`src/rtl/mic_frame_pkg.sv`:
```
// mic_frame_pkg: shared constants and FSM state type for the microphone
// frame writer.
//   SAMPLE_W     - width of one decimated microphone sample
//   STATUS_READY - status-word bit that flags a completed frame
//   STATUS_BANK  - status-word bit that names the completed bank
//   RD_LAT       - RAM read latency in clocks (strobe to valid data)
package mic_frame_pkg;

   localparam int SAMPLE_W     = 16;
   localparam int STATUS_READY = 0;
   localparam int STATUS_BANK  = 1;
   localparam int RD_LAT       = 2;

   typedef enum logic [3:0] {
      S_IDLE,
      S_WAIT,
      S_CAPTURE,
      S_WR,
      S_SET_DONE,
      S_FLAG_WR,
      S_POLL_RD,
      S_POLL_W1,
      S_POLL_W2
   } state_t;

endpackage

```
`src/rtl/mic_frame_writer_valid_edge_sync.sv`:
```
// valid_edge_sync: brings the filter's level-type valid into the system clock
// domain through two flops and emits a one-clock pulse on each rising edge.
//   i_clk   - system clock
//   i_rst_n - asynchronous active-low reset
//   i_level - asynchronous level input
//   o_pulse - one-cycle pulse per synchronized rising edge
module valid_edge_sync (
   input  logic i_clk,
   input  logic i_rst_n,
   input  logic i_level,
   output logic o_pulse
);

   logic r_sync1;
   logic r_sync2;
   logic r_prev;

   always_ff @(posedge i_clk or negedge i_rst_n) begin
      if (!i_rst_n) begin
         r_sync1 <= 1'b0;
         r_sync2 <= 1'b0;
         r_prev  <= 1'b0;
      end else begin
         r_sync1 <= i_level;
         r_sync2 <= r_sync1;
         r_prev  <= r_sync2;
      end
   end

   assign o_pulse = r_sync2 & ~r_prev;

endmodule

```
`src/rtl/mic_frame_writer.sv`:
```
// mic_frame_writer: packs decimated microphone sample sets into a ping-pong
// frame buffer in on-chip RAM, posts a status word plus IRQ per full frame and
// polls the status word for the CPU acknowledge while filling the other bank.
//   clk_clk        - system clock
//   reset_reset_n  - asynchronous active-low reset
//   smp_valid      - filter valid (level, other clock domain)
//   smp_data       - packed samples, mic i at [16i+15:16i]
//   ram_*          - Avalon-MM master toward the RAM's second slave port
//   irq            - frame-ready interrupt (level)
//   active_bank    - bank currently being filled
//   overrun_count  - saturating count of dropped sets and discarded frames
module mic_frame_writer
   import mic_frame_pkg::*;
#(
   parameter int MIC_N     = 2,
   parameter int FRAME_LEN = 64,
   parameter int ADDR_W    = 9
) (
   input  logic                      clk_clk,
   input  logic                      reset_reset_n,
   input  logic                      smp_valid,
   input  logic [SAMPLE_W*MIC_N-1:0] smp_data,
   output logic [ADDR_W-1:0]         ram_address,
   output logic                      ram_chipselect,
   output logic                      ram_write,
   output logic [31:0]               ram_writedata,
   output logic [3:0]                ram_byteenable,
   input  logic [31:0]               ram_readdata,
   output logic                      irq,
   output logic                      active_bank,
   output logic [15:0]               overrun_count
);

   localparam int WPS    = MIC_N / 2;
   localparam int FW     = FRAME_LEN * WPS;
   localparam int WIDX_W = (WPS > 1) ? $clog2(WPS) : 1;
   localparam int SIDX_W = (FRAME_LEN > 1) ? $clog2(FRAME_LEN) : 1;
   localparam logic [ADDR_W-1:0] STATUS_ADDR = '1;

   state_t                    r_state;
   logic                      r_smp_flag;
   logic                      r_pending;
   logic                      r_irq;
   logic                      r_bank;
   logic [WIDX_W-1:0]         r_word_idx;
   logic [SIDX_W-1:0]         r_set_idx;
   logic [SAMPLE_W*MIC_N-1:0] r_hold;
   logic                      r_cs;
   logic                      r_wr;
   logic [ADDR_W-1:0]         r_addr;
   logic [31:0]               r_wdata;
   logic [15:0]               r_overrun_count;

   logic              w_edge;
   logic              w_word_last;
   logic              w_set_last;
   logic              w_drop;
   logic              w_frame_drop;
   logic [16:0]       w_ovr_sum;
   logic [15:0]       w_overrun_next;
   logic [ADDR_W-1:0] w_set_base;
   logic [WIDX_W-1:0] w_next_idx;
   logic [31:0]       w_status;
   logic              w_unused_rd;

   valid_edge_sync u_sync (
      .i_clk   (clk_clk),
      .i_rst_n (reset_reset_n),
      .i_level (smp_valid),
      .o_pulse (w_edge)
   );

   assign w_word_last = (r_word_idx == WIDX_W'(WPS - 1));
   assign w_set_last  = (r_set_idx == SIDX_W'(FRAME_LEN - 1));
   assign w_next_idx  = r_word_idx + 1'b1;
   assign w_set_base  = (r_bank ? ADDR_W'(FW) : '0)
                      + ADDR_W'(r_set_idx) * ADDR_W'(WPS);

   // An edge while the previous set is still unclaimed loses that set; an
   // edge in CAPTURE is a fresh set because the flag is being cleared.
   assign w_drop       = w_edge & r_smp_flag & (r_state != S_CAPTURE);
   assign w_frame_drop = (r_state == S_SET_DONE) & w_set_last & r_pending;

   // Both events can coincide, so sum in 17 bits before saturating.
   assign w_ovr_sum      = {1'b0, r_overrun_count} + {16'd0, w_drop}
                         + {16'd0, w_frame_drop};
   assign w_overrun_next = w_ovr_sum[16] ? 16'hFFFF : w_ovr_sum[15:0];

   always_comb begin
      w_status               = '0;
      w_status[STATUS_READY] = 1'b1;
      w_status[STATUS_BANK]  = r_bank;
   end

   // Only the ready bit matters to the poll.
   assign w_unused_rd = ^ram_readdata[31:1];

   // RAM strobes are registered: they are loaded on entry to WR, FLAG_WR and
   // POLL_RD so they are asserted exactly while the FSM sits in that state.
   always_ff @(posedge clk_clk or negedge reset_reset_n) begin
      if (!reset_reset_n) begin
         r_state         <= S_IDLE;
         r_smp_flag      <= 1'b0;
         r_pending       <= 1'b0;
         r_irq           <= 1'b0;
         r_bank          <= 1'b0;
         r_word_idx      <= '0;
         r_set_idx       <= '0;
         r_hold          <= '0;
         r_cs            <= 1'b0;
         r_wr            <= 1'b0;
         r_addr          <= '0;
         r_wdata         <= '0;
         r_overrun_count <= '0;
      end else begin
         r_overrun_count <= w_overrun_next;

         if (w_edge) begin
            r_smp_flag <= 1'b1;
         end else if (r_state == S_CAPTURE) begin
            r_smp_flag <= 1'b0;
         end

         case (r_state)
            S_IDLE: r_state <= S_WAIT;

            S_WAIT: begin
               if (r_smp_flag) begin
                  r_state <= S_CAPTURE;
               end else if (r_pending) begin
                  r_cs    <= 1'b1;
                  r_wr    <= 1'b0;
                  r_addr  <= STATUS_ADDR;
                  r_state <= S_POLL_RD;
               end
            end

            S_CAPTURE: begin
               r_hold     <= smp_data;
               r_word_idx <= '0;
               r_cs       <= 1'b1;
               r_wr       <= 1'b1;
               r_addr     <= w_set_base;
               r_wdata    <= smp_data[31:0];
               r_state    <= S_WR;
            end

            S_WR: begin
               if (w_word_last) begin
                  r_cs    <= 1'b0;
                  r_wr    <= 1'b0;
                  r_state <= S_SET_DONE;
               end else begin
                  r_word_idx <= w_next_idx;
                  r_addr     <= r_addr + 1'b1;
                  r_wdata    <= r_hold[32*int'(w_next_idx) +: 32];
               end
            end

            S_SET_DONE: begin
               if (!w_set_last) begin
                  r_set_idx <= r_set_idx + 1'b1;
                  r_state   <= S_WAIT;
               end else begin
                  r_set_idx <= '0;
                  if (r_pending) begin
                     // CPU still owns the other bank: refill this one.
                     r_state <= S_WAIT;
                  end else begin
                     r_cs    <= 1'b1;
                     r_wr    <= 1'b1;
                     r_addr  <= STATUS_ADDR;
                     r_wdata <= w_status;
                     r_state <= S_FLAG_WR;
                  end
               end
            end

            S_FLAG_WR: begin
               r_cs      <= 1'b0;
               r_wr      <= 1'b0;
               r_pending <= 1'b1;
               r_irq     <= 1'b1;
               r_bank    <= ~r_bank;
               r_state   <= S_WAIT;
            end

            S_POLL_RD: begin
               r_cs    <= 1'b0;
               r_state <= S_POLL_W1;
            end

            S_POLL_W1: r_state <= S_POLL_W2;

            S_POLL_W2: begin
               if (!ram_readdata[STATUS_READY]) begin
                  r_pending <= 1'b0;
                  r_irq     <= 1'b0;
               end
               r_state <= S_WAIT;
            end

            default: r_state <= S_IDLE;
         endcase
      end
   end

   assign ram_address    = r_addr;
   assign ram_chipselect = r_cs;
   assign ram_write      = r_wr;
   assign ram_writedata  = r_wdata;
   assign ram_byteenable = 4'hF;
   assign irq            = r_irq;
   assign active_bank    = r_bank;
   assign overrun_count  = r_overrun_count;

endmodule

```
`config.mk`:
```
export PLATFORM = sky130hd
export DESIGN_NAME = mic_frame_writer
export DESIGN_NICKNAME = d
export VERILOG_FILES = /design/src/rtl/mic_frame_pkg.sv /design/src/rtl/mic_frame_writer_valid_edge_sync.sv /design/src/rtl/mic_frame_writer.sv
export SDC_FILE = /design/constraint.sdc
export NUM_CORES = 1
export LEC_CHECK = 0
export BUFFER_PORTS_ARGS = -buffer_cell sky130_fd_sc_hd__buf_4
export CORE_UTILIZATION = 49
export CTS_CLUSTER_DIAMETER = 50
export CTS_CLUSTER_SIZE = 10
export DETAILED_ROUTE_END_ITERATION = 6
export GPL_ROUTABILITY_DRIVEN = 0
export PLACE_DENSITY = 0.8
export SYNTH_ARGS = -nofsm -noshare
export SYNTH_HDL_FRONTEND = slang
export SYNTH_SLANG_ARGS = --single-unit
```
`constraint.sdc`:
```
create_clock -name clk_clk -period 3.22 [get_ports clk_clk]
set_input_delay 0.644 -clock clk_clk [delete_from_list [all_inputs] [get_ports clk_clk]]
set_output_delay 0.644 -clock clk_clk [all_outputs]
set_load 0.005 [all_outputs]
```
== Word level (Yosys, flattened, before mapping) ==
Index checks and enable logic that the tools add are counted.

* Add/subtract/negate cells: 6
* Eq/ne operators: 18
* Shift-type cells: 1
* Muxes and demuxes: 34
* Bitwise gates (word level): 7
* Reductions and logical operators: 16

{| class="wikitable"
|+ Operators by type and width
! kind !! number
|-
| 2-to-1 mux 32 bit || 3
|-
| one-hot mux 32 bit (3 select lines) || 1
|-
| 2-to-1 mux 9 bit || 5
|-
| one-hot mux 9 bit (4 select lines) || 1
|-
| variable part select 32 x 7 -> 32 bit || 1
|-
| one-hot mux 4 bit (7 select lines) || 1
|-
| AND reduction 6 bit || 3
|-
| adder 16 x 1 -> 17 bit || 1
|-
| adder 17 x 1 -> 17 bit || 1
|-
| equality test 4 x 3 -> 1 bit, second input constant || 4
|-
| 2-to-1 mux 16 bit || 1
|-
| inequality test 2 bit, second input constant || 7
|-
| 2-to-1 mux 4 bit || 3
|-
| 2-to-1 mux 1 bit || 11
|-
| one-hot mux 1 bit (5 select lines) || 2
|-
| nonzero test 5 bit || 2
|-
| adder 9 x 1 -> 9 bit, second input constant || 1
|-
| adder 7 x 6 -> 8 bit || 1
|-
| equality test 4 x 2 -> 1 bit, second input constant || 2
|-
| 2-to-1 mux 7 bit || 1
|-
| adder 6 x 1 -> 6 bit, second input constant || 1
|-
| equality test 6 bit, second input constant || 1
|-
| 2-to-1 mux 3 bit || 2
|-
| 2-to-1 mux 6 bit || 1
|-
| other kinds (16) || 25
|}

* Register bits: 108
* Bits of input ports: 67
* Output and inout port bits: 65
* Logic and storage cells: 97

== Depth between registers and ports, before layout ==
* Word-level depth: 7
* Gate-level depth with buffers: 12
* Mapped depth without buffers: 11

== Cells and area by module ==
Synthesis repeated with hierarchy kept, for this count alone.

* Cell total of the unflattened synthesis: 353
* Area, all modules: 3,557.2 um2

{| class="wikitable"
|+ Modules (own cells, without submodules)
! module !! instances !! cells each !! area an instance (um2) !! seq. area each (um2)
|-
| mic_frame_writer || 1 || 349 || 3,468.3 || 1,801.7
|-
| valid_edge_sync || 1 || 4 || 88.8 || 75.1
|}

== Least setup slack after synthesis ==
OpenSTA, ideal clock, no wires.

* Path type: register -> register
* Start: register r_state[1]
* End: register r_overrun_count[15] (netlist: overrun_count[15])
* Setup time: 0.125 ns
* Data arrival time: 2.664 ns
* Data required time: 3.095 ns
* Slack: 0.431 ns
* Cell stages (with the launch flop): 9
* Buffers on the path: 1
* Clock period less this slack: 2.789 ns
* Path through: dfrtp_1 buf_1 nor4b_2 nand3_1 fa_1 nand3b_1 nor4_1 nand3_1 mux2_2

* Longest elaborated chain between the ends: 5
* Elaborated cells on any way between the ends: 8
* Classes of those cells: 2 x add/sub; 2 x eq/ne; 1 x mux; 3 x bitwise

{| class="wikitable"
|+ Ends and longest elaborated chain
! element !! line !! source
|-
| start: declaration || mic_frame_writer.sv:40 || <nowiki>state_t r_state;</nowiki>
|-
| start signal: assignment || mic_frame_writer.sv:102 || <nowiki>r_state <= S_IDLE;</nowiki>
|-
| start signal: assignment || mic_frame_writer.sv:125 || <nowiki>S_IDLE: r_state <= S_WAIT;</nowiki>
|-
| start signal: assignment || mic_frame_writer.sv:129 || <nowiki>r_state <= S_CAPTURE;</nowiki>
|-
| inequality test 4 x 2 -> 1 bit / equality test 4 x 3 -> 1 bit (equally long branches) || mic_frame_writer.sv:81, mic_frame_writer.sv:82 ||
|-
| AND 1 bit (on tied branches) || mic_frame_writer.sv:81, mic_frame_writer.sv:82 ||
|-
| adder 16 x 1 -> 17 bit / AND 1 bit (equally long branches) || mic_frame_writer.sv:85, mic_frame_writer.sv:82 ||
|-
| adder 17 x 1 -> 17 bit (*) || mic_frame_writer.sv:86 || <nowiki>+ {16'd0, w_frame_drop};</nowiki>
|-
| 2-to-1 mux 16 bit (*) || mic_frame_writer.sv:87 || <nowiki>assign w_overrun_next = w_ovr_sum[16] ? 16'hFFFF : w_ovr_sum[15:0];</nowiki>
|-
| named net w_overrun_next[15] || mic_frame_writer.sv:60 || <nowiki>logic [15:0] w_overrun_next;</nowiki>
|-
| end signal: assignment || mic_frame_writer.sv:116 || <nowiki>r_overrun_count <= w_overrun_next;</nowiki>
|-
| end: declaration || mic_frame_writer.sv:52 || <nowiki>logic [15:0] r_overrun_count;</nowiki>
|}

Mark *: on every way through the listed nets, which the timed path passes. The rest lies on a longest branch.
A chain may end at the register's enable or synchronous reset.

== Final worst setup path ==
* Start: register r_set_idx[1]
* End: register r_overrun_count[1] (netlist: overrun_count[1])

* Longest elaborated chain between the ends: 5

{| class="wikitable"
|+ Ends and longest elaborated chain
! element !! line !! source
|-
| start: declaration || mic_frame_writer.sv:46 || <nowiki>logic [SIDX_W-1:0] r_set_idx;</nowiki>
|-
| start signal: assignment || mic_frame_writer.sv:162 || <nowiki>r_set_idx <= r_set_idx + 1'b1;</nowiki>
|-
| equality test 6 bit || mic_frame_writer.sv:74 || <nowiki>assign w_set_last = (r_set_idx == SIDX_W'(FRAME_LEN - 1));</nowiki>
|-
| AND 1 bit (2 in a row) || mic_frame_writer.sv:82 || <nowiki>assign w_frame_drop = (r_state == S_SET_DONE) & w_set_last & r_pending;</nowiki>
|-
| adder 17 x 1 -> 17 bit || mic_frame_writer.sv:86 ||
|-
| 2-to-1 mux 16 bit || mic_frame_writer.sv:87 ||
|-
| named net w_overrun_next[1] || mic_frame_writer.sv:60 ||
|}

The timed path passes the listed nets, and every way through them passes these cells.

==> summary.txt <==
Run status
  – Status: complete, no violations

Yosys
  – Share of Yosys cell area claimed by the top area cell type: 54.7%
  – Cell variety after synth: 53
  – Sequential area share after synthesis: 54.7%
  – Top area cells in the synthesized netlist: dfrtp_1, nand2_1, nand3_1, o21ai_1, o21ai_0
  – #FFs+latches synth: 75
  – Yosys warnings: 0
  – Post-synth EDFFs: 0
  – Post-synthesis mux area share: 1.79%
  – Adder-cell area share of the yosys netlist: 1.68%
  – Avg Cell Area, Syn: 9.80 µm²
  – Post-Syn Area: 0.00343 mm²
  – XOR/XNOR share of the synthesized area: 3.06%
  – Compound-cell area share of the yosys netlist: 14.2%
  – Largest family of logic cells by synthesized area: simple AND/OR/NAND/NOR gates
  – Async set or reset register ratio after synthesis: 100%
  – Largest area contributor in the netlist: dfrtp_1
  – Mapped Cells: 350
  – Post-synthesis simple-gate area fraction: 19.4%
  – Ys flop type: dfrtp_1

Setup path
  – Critical-path top delay cell: fa_1
  – Largest stage delay on the critical path: 0.44 ns
  – Critical Path Start Type: register
  – Worst path cell trace: ha_1 > nand2_1 > nor2_1 > nand3_1 > fa_1 > inv_1 > ha_1 > nand2_1 > nor2_1 > nand3_2 > nand2b_1
  – CP max FO: 13
  – CP required: 3.49 ns
  – WP data arrival: 3.05 ns
  – Worst r2r src: r_set_idx[1]
  – CP endpoint kind: register
  – Crit. Startpoint: r_set_idx[1]
  – Worst setup path class: register to register

STA
  – Worst slew margin: 38.6%
  – Final Hold Vio Count: 0
  – Final period utilization: 86.2%
  – Clock skew: 0.0170 ns
  – RSZ-0062 raised after global routing: false
  – Final setup TNS: 0 ns
  – F_max: 360 MHz
  – Final Slew Violations: 0
  – Worst Max-Slew Pin Slew: 0.920 ns
  – Crit path time final: 2.77 ns
  – Final setup fails: 0

Drt
  – DRT antenna net count: 0
  – Drt via density: 5.36
  – Vias: 2919
  – DRC: 0
  – Routed wire length: 7.92 mm
  – Iter 0 DRT Violations: 193
  – First-pass DRT Iterations: 4
  – Routed length per instance: 14.5 µm

Global routing
  – First-pass GRT wire length: 13.2 mm
  – Vias in the first global route: 2756
  – Gr usage total: 22.8%
  – Largest net degree at the start of global routing: 76
  – Initial antenna violation count: 0
  – Total grt overflow: 0

Clocking
  – Post-CTS Setup Bufs: 0
  – Clock Tree Root: clkbuf_8
  – Number of H-tree levels: 3
  – Clk sink count: 75
  – CTS tree: yes
  – CTS Buffer Depth: 2
  – CTS buffer count: 9
  – Hold Buf Count CTS: 0
  – Worst-skew pair later-pin latency: 0.35 ns
  – Clk slew on worst S/H paths: 0.08 ns
  – Post-CTS sizing: 0

Floorplanning
  – Die area: 0.00734 mm²
  – Core Rows: 30
  – # IOs: 132
  – Chip width: 85.7 µm
  – Starting Density: 50.5%
  – Core Box Area: 0.00679 mm²
  – Die Height: 85.7 µm

Cells and area
  – Most common cell after layout, fill and taps aside: buf_4
  – Most frequent cells in the layout: buf_4, dfrtp_1, nand2_1
  – Nets: 515
  – Syn-to-layout area delta: 29.1%
  – Share of post-route cells with drive strength above 1: 29.4%
  – ANT cells: 0

Power and ir drop
  – Total design power: 3840 µW
  – Pwr dens: 866 mW/mm²
  – Lkg Pwr: 0.00217 µW
  – Worst vdd ir: 0.000404 V

Hold path
  – Min-delay worst type: register to register
  – Hold path startpoint: u_sync.r_sync1

Placed design
  – Dpl hpwl: 5.29 mm
  – Port-buffer cells: 96

Flow run
  – Max cap viols: 0
-- where the power goes --
group	leakage, µW	total (µW)	switching, µW	internal (µW)
clock	0.0000999	735	353	382
sequential	0.000940	1540	257	1290
combinational	0.00113	1560	766	792
total	0.00217	3840	1380	2460
-- logic make-up (layout without fill, tap and decap cells) --
| group | Yosys count | after routing |
|---|---|---|
| adder cells (fa/ha/maj) | 4 | 4 |
| AND/OR/NAND/NOR | 140 | 140 |
| XOR/XNOR | 12 | 12 |
| buffers and inverters | 36 | 132 |
| AO/OA/AOI/OAI | 77 | 77 |
| flip-flops | 75 | 75 |
| multiplexers | 5 | 5 |
| other | 1 | 4 |
-- layout make-up --
cell class / instances / area (µm²)
fill: 564 / 2360
sequential: 75 / 1880
multi-input combinational: 242 / 1400
timing repair buffer: 105 / 788
clock buffer: 11 / 141
tap: 96 / 120
clock inverter: 5 / 60.1
inverter: 11 / 41.3
-- state kept, by name (all words and copies together), names as in the netlist --
| name | flops |
|---|---|
| ram_writedata | 32 |
| overrun_count | 16 |
| ram_address | 9 |
| r_set_idx | 6 |
| r_state | 4 |
| active_bank | 1 |
| irq | 1 |
| r_smp_flag | 1 |
| ram_chipselect | 1 |
| ram_write | 1 |
| u_sync.r_prev | 1 |
| u_sync.r_sync1 | 1 |
| u_sync.r_sync2 | 1 |
-- critical path, delay by kind of cell (launching register included) --
family	cells	cell delay [ns]
AND/OR/NAND/NOR	7	1.32
adder cells (fa/ha/maj)	3	0.87
buffers and inverters	1	0.07
flip-flops	1	0.43
-- synthesized netlist by cell type (2+ instances only) --
library cell / n
buf_4: 4
o21ai_0: 18
nor3_1: 6
a31oi_1: 2
nand4_1: 3
nand2_1: 57
or3_1: 2
nand3_1: 40
and3_1: 2
ha_1: 3
nor4_1: 4
clkbuf_1: 14
buf_6: 3
a21oi_1: 7
o41ai_1: 2
inv_1: 11
o21a_1: 3
nor2_1: 14
o22a_1: 5
mux2_4: 2
nor2b_1: 4
xor2_1: 2
mux2i_1: 2
xnor2_1: 10
a41oi_1: 3
a2bb2oi_1: 2
dfrtp_1: 75
buf_1: 3
o21ai_1: 23
-- routing by layer --
metal | GRT usage, % | up-vias | part of all wire (%)
met4 | 9.39 | 0 | 2.0
met1 | 30.6 | 1416 | 44
met2 | 36.1 | 84 | 50
met5 | 0 | - | 0
met3 | 5.00 | 15 | 4.5
li1 | - | 1404 | -
-- through the flow --
stage	cell area, µm²	util, %	worst slack, ns	hold WS, ns	std cells
after detailed placement	4220	62.2	0.341	0.341	529
final	4430	65.2	0.446	0.358	545
after global routing	4430	65.2	0.0896	0.356	545
after floorplan	3440	-	0.431	0.331	353
after CTS	4430	65.1	0.312	0.362	545
after global placement	4220	62.2	0.427	0.335	529
-- worst paths after layout --
kind / to / slack [ns] / cells past startpoint
setup / recovery: overrun_count[1] / 0.45 / 11
setup reg to reg: overrun_count[1] / 0.45 / 11
min in group asynchronous: ram_writedata[10] / 0.41 / 1
hold reg to reg: u_sync.r_sync2 / 0.36 / 0
hold / removal: u_sync.r_sync2 / 0.36 / 0
max in group asynchronous: irq / 2.18 / 1
(Power assumes the default switching activity.)
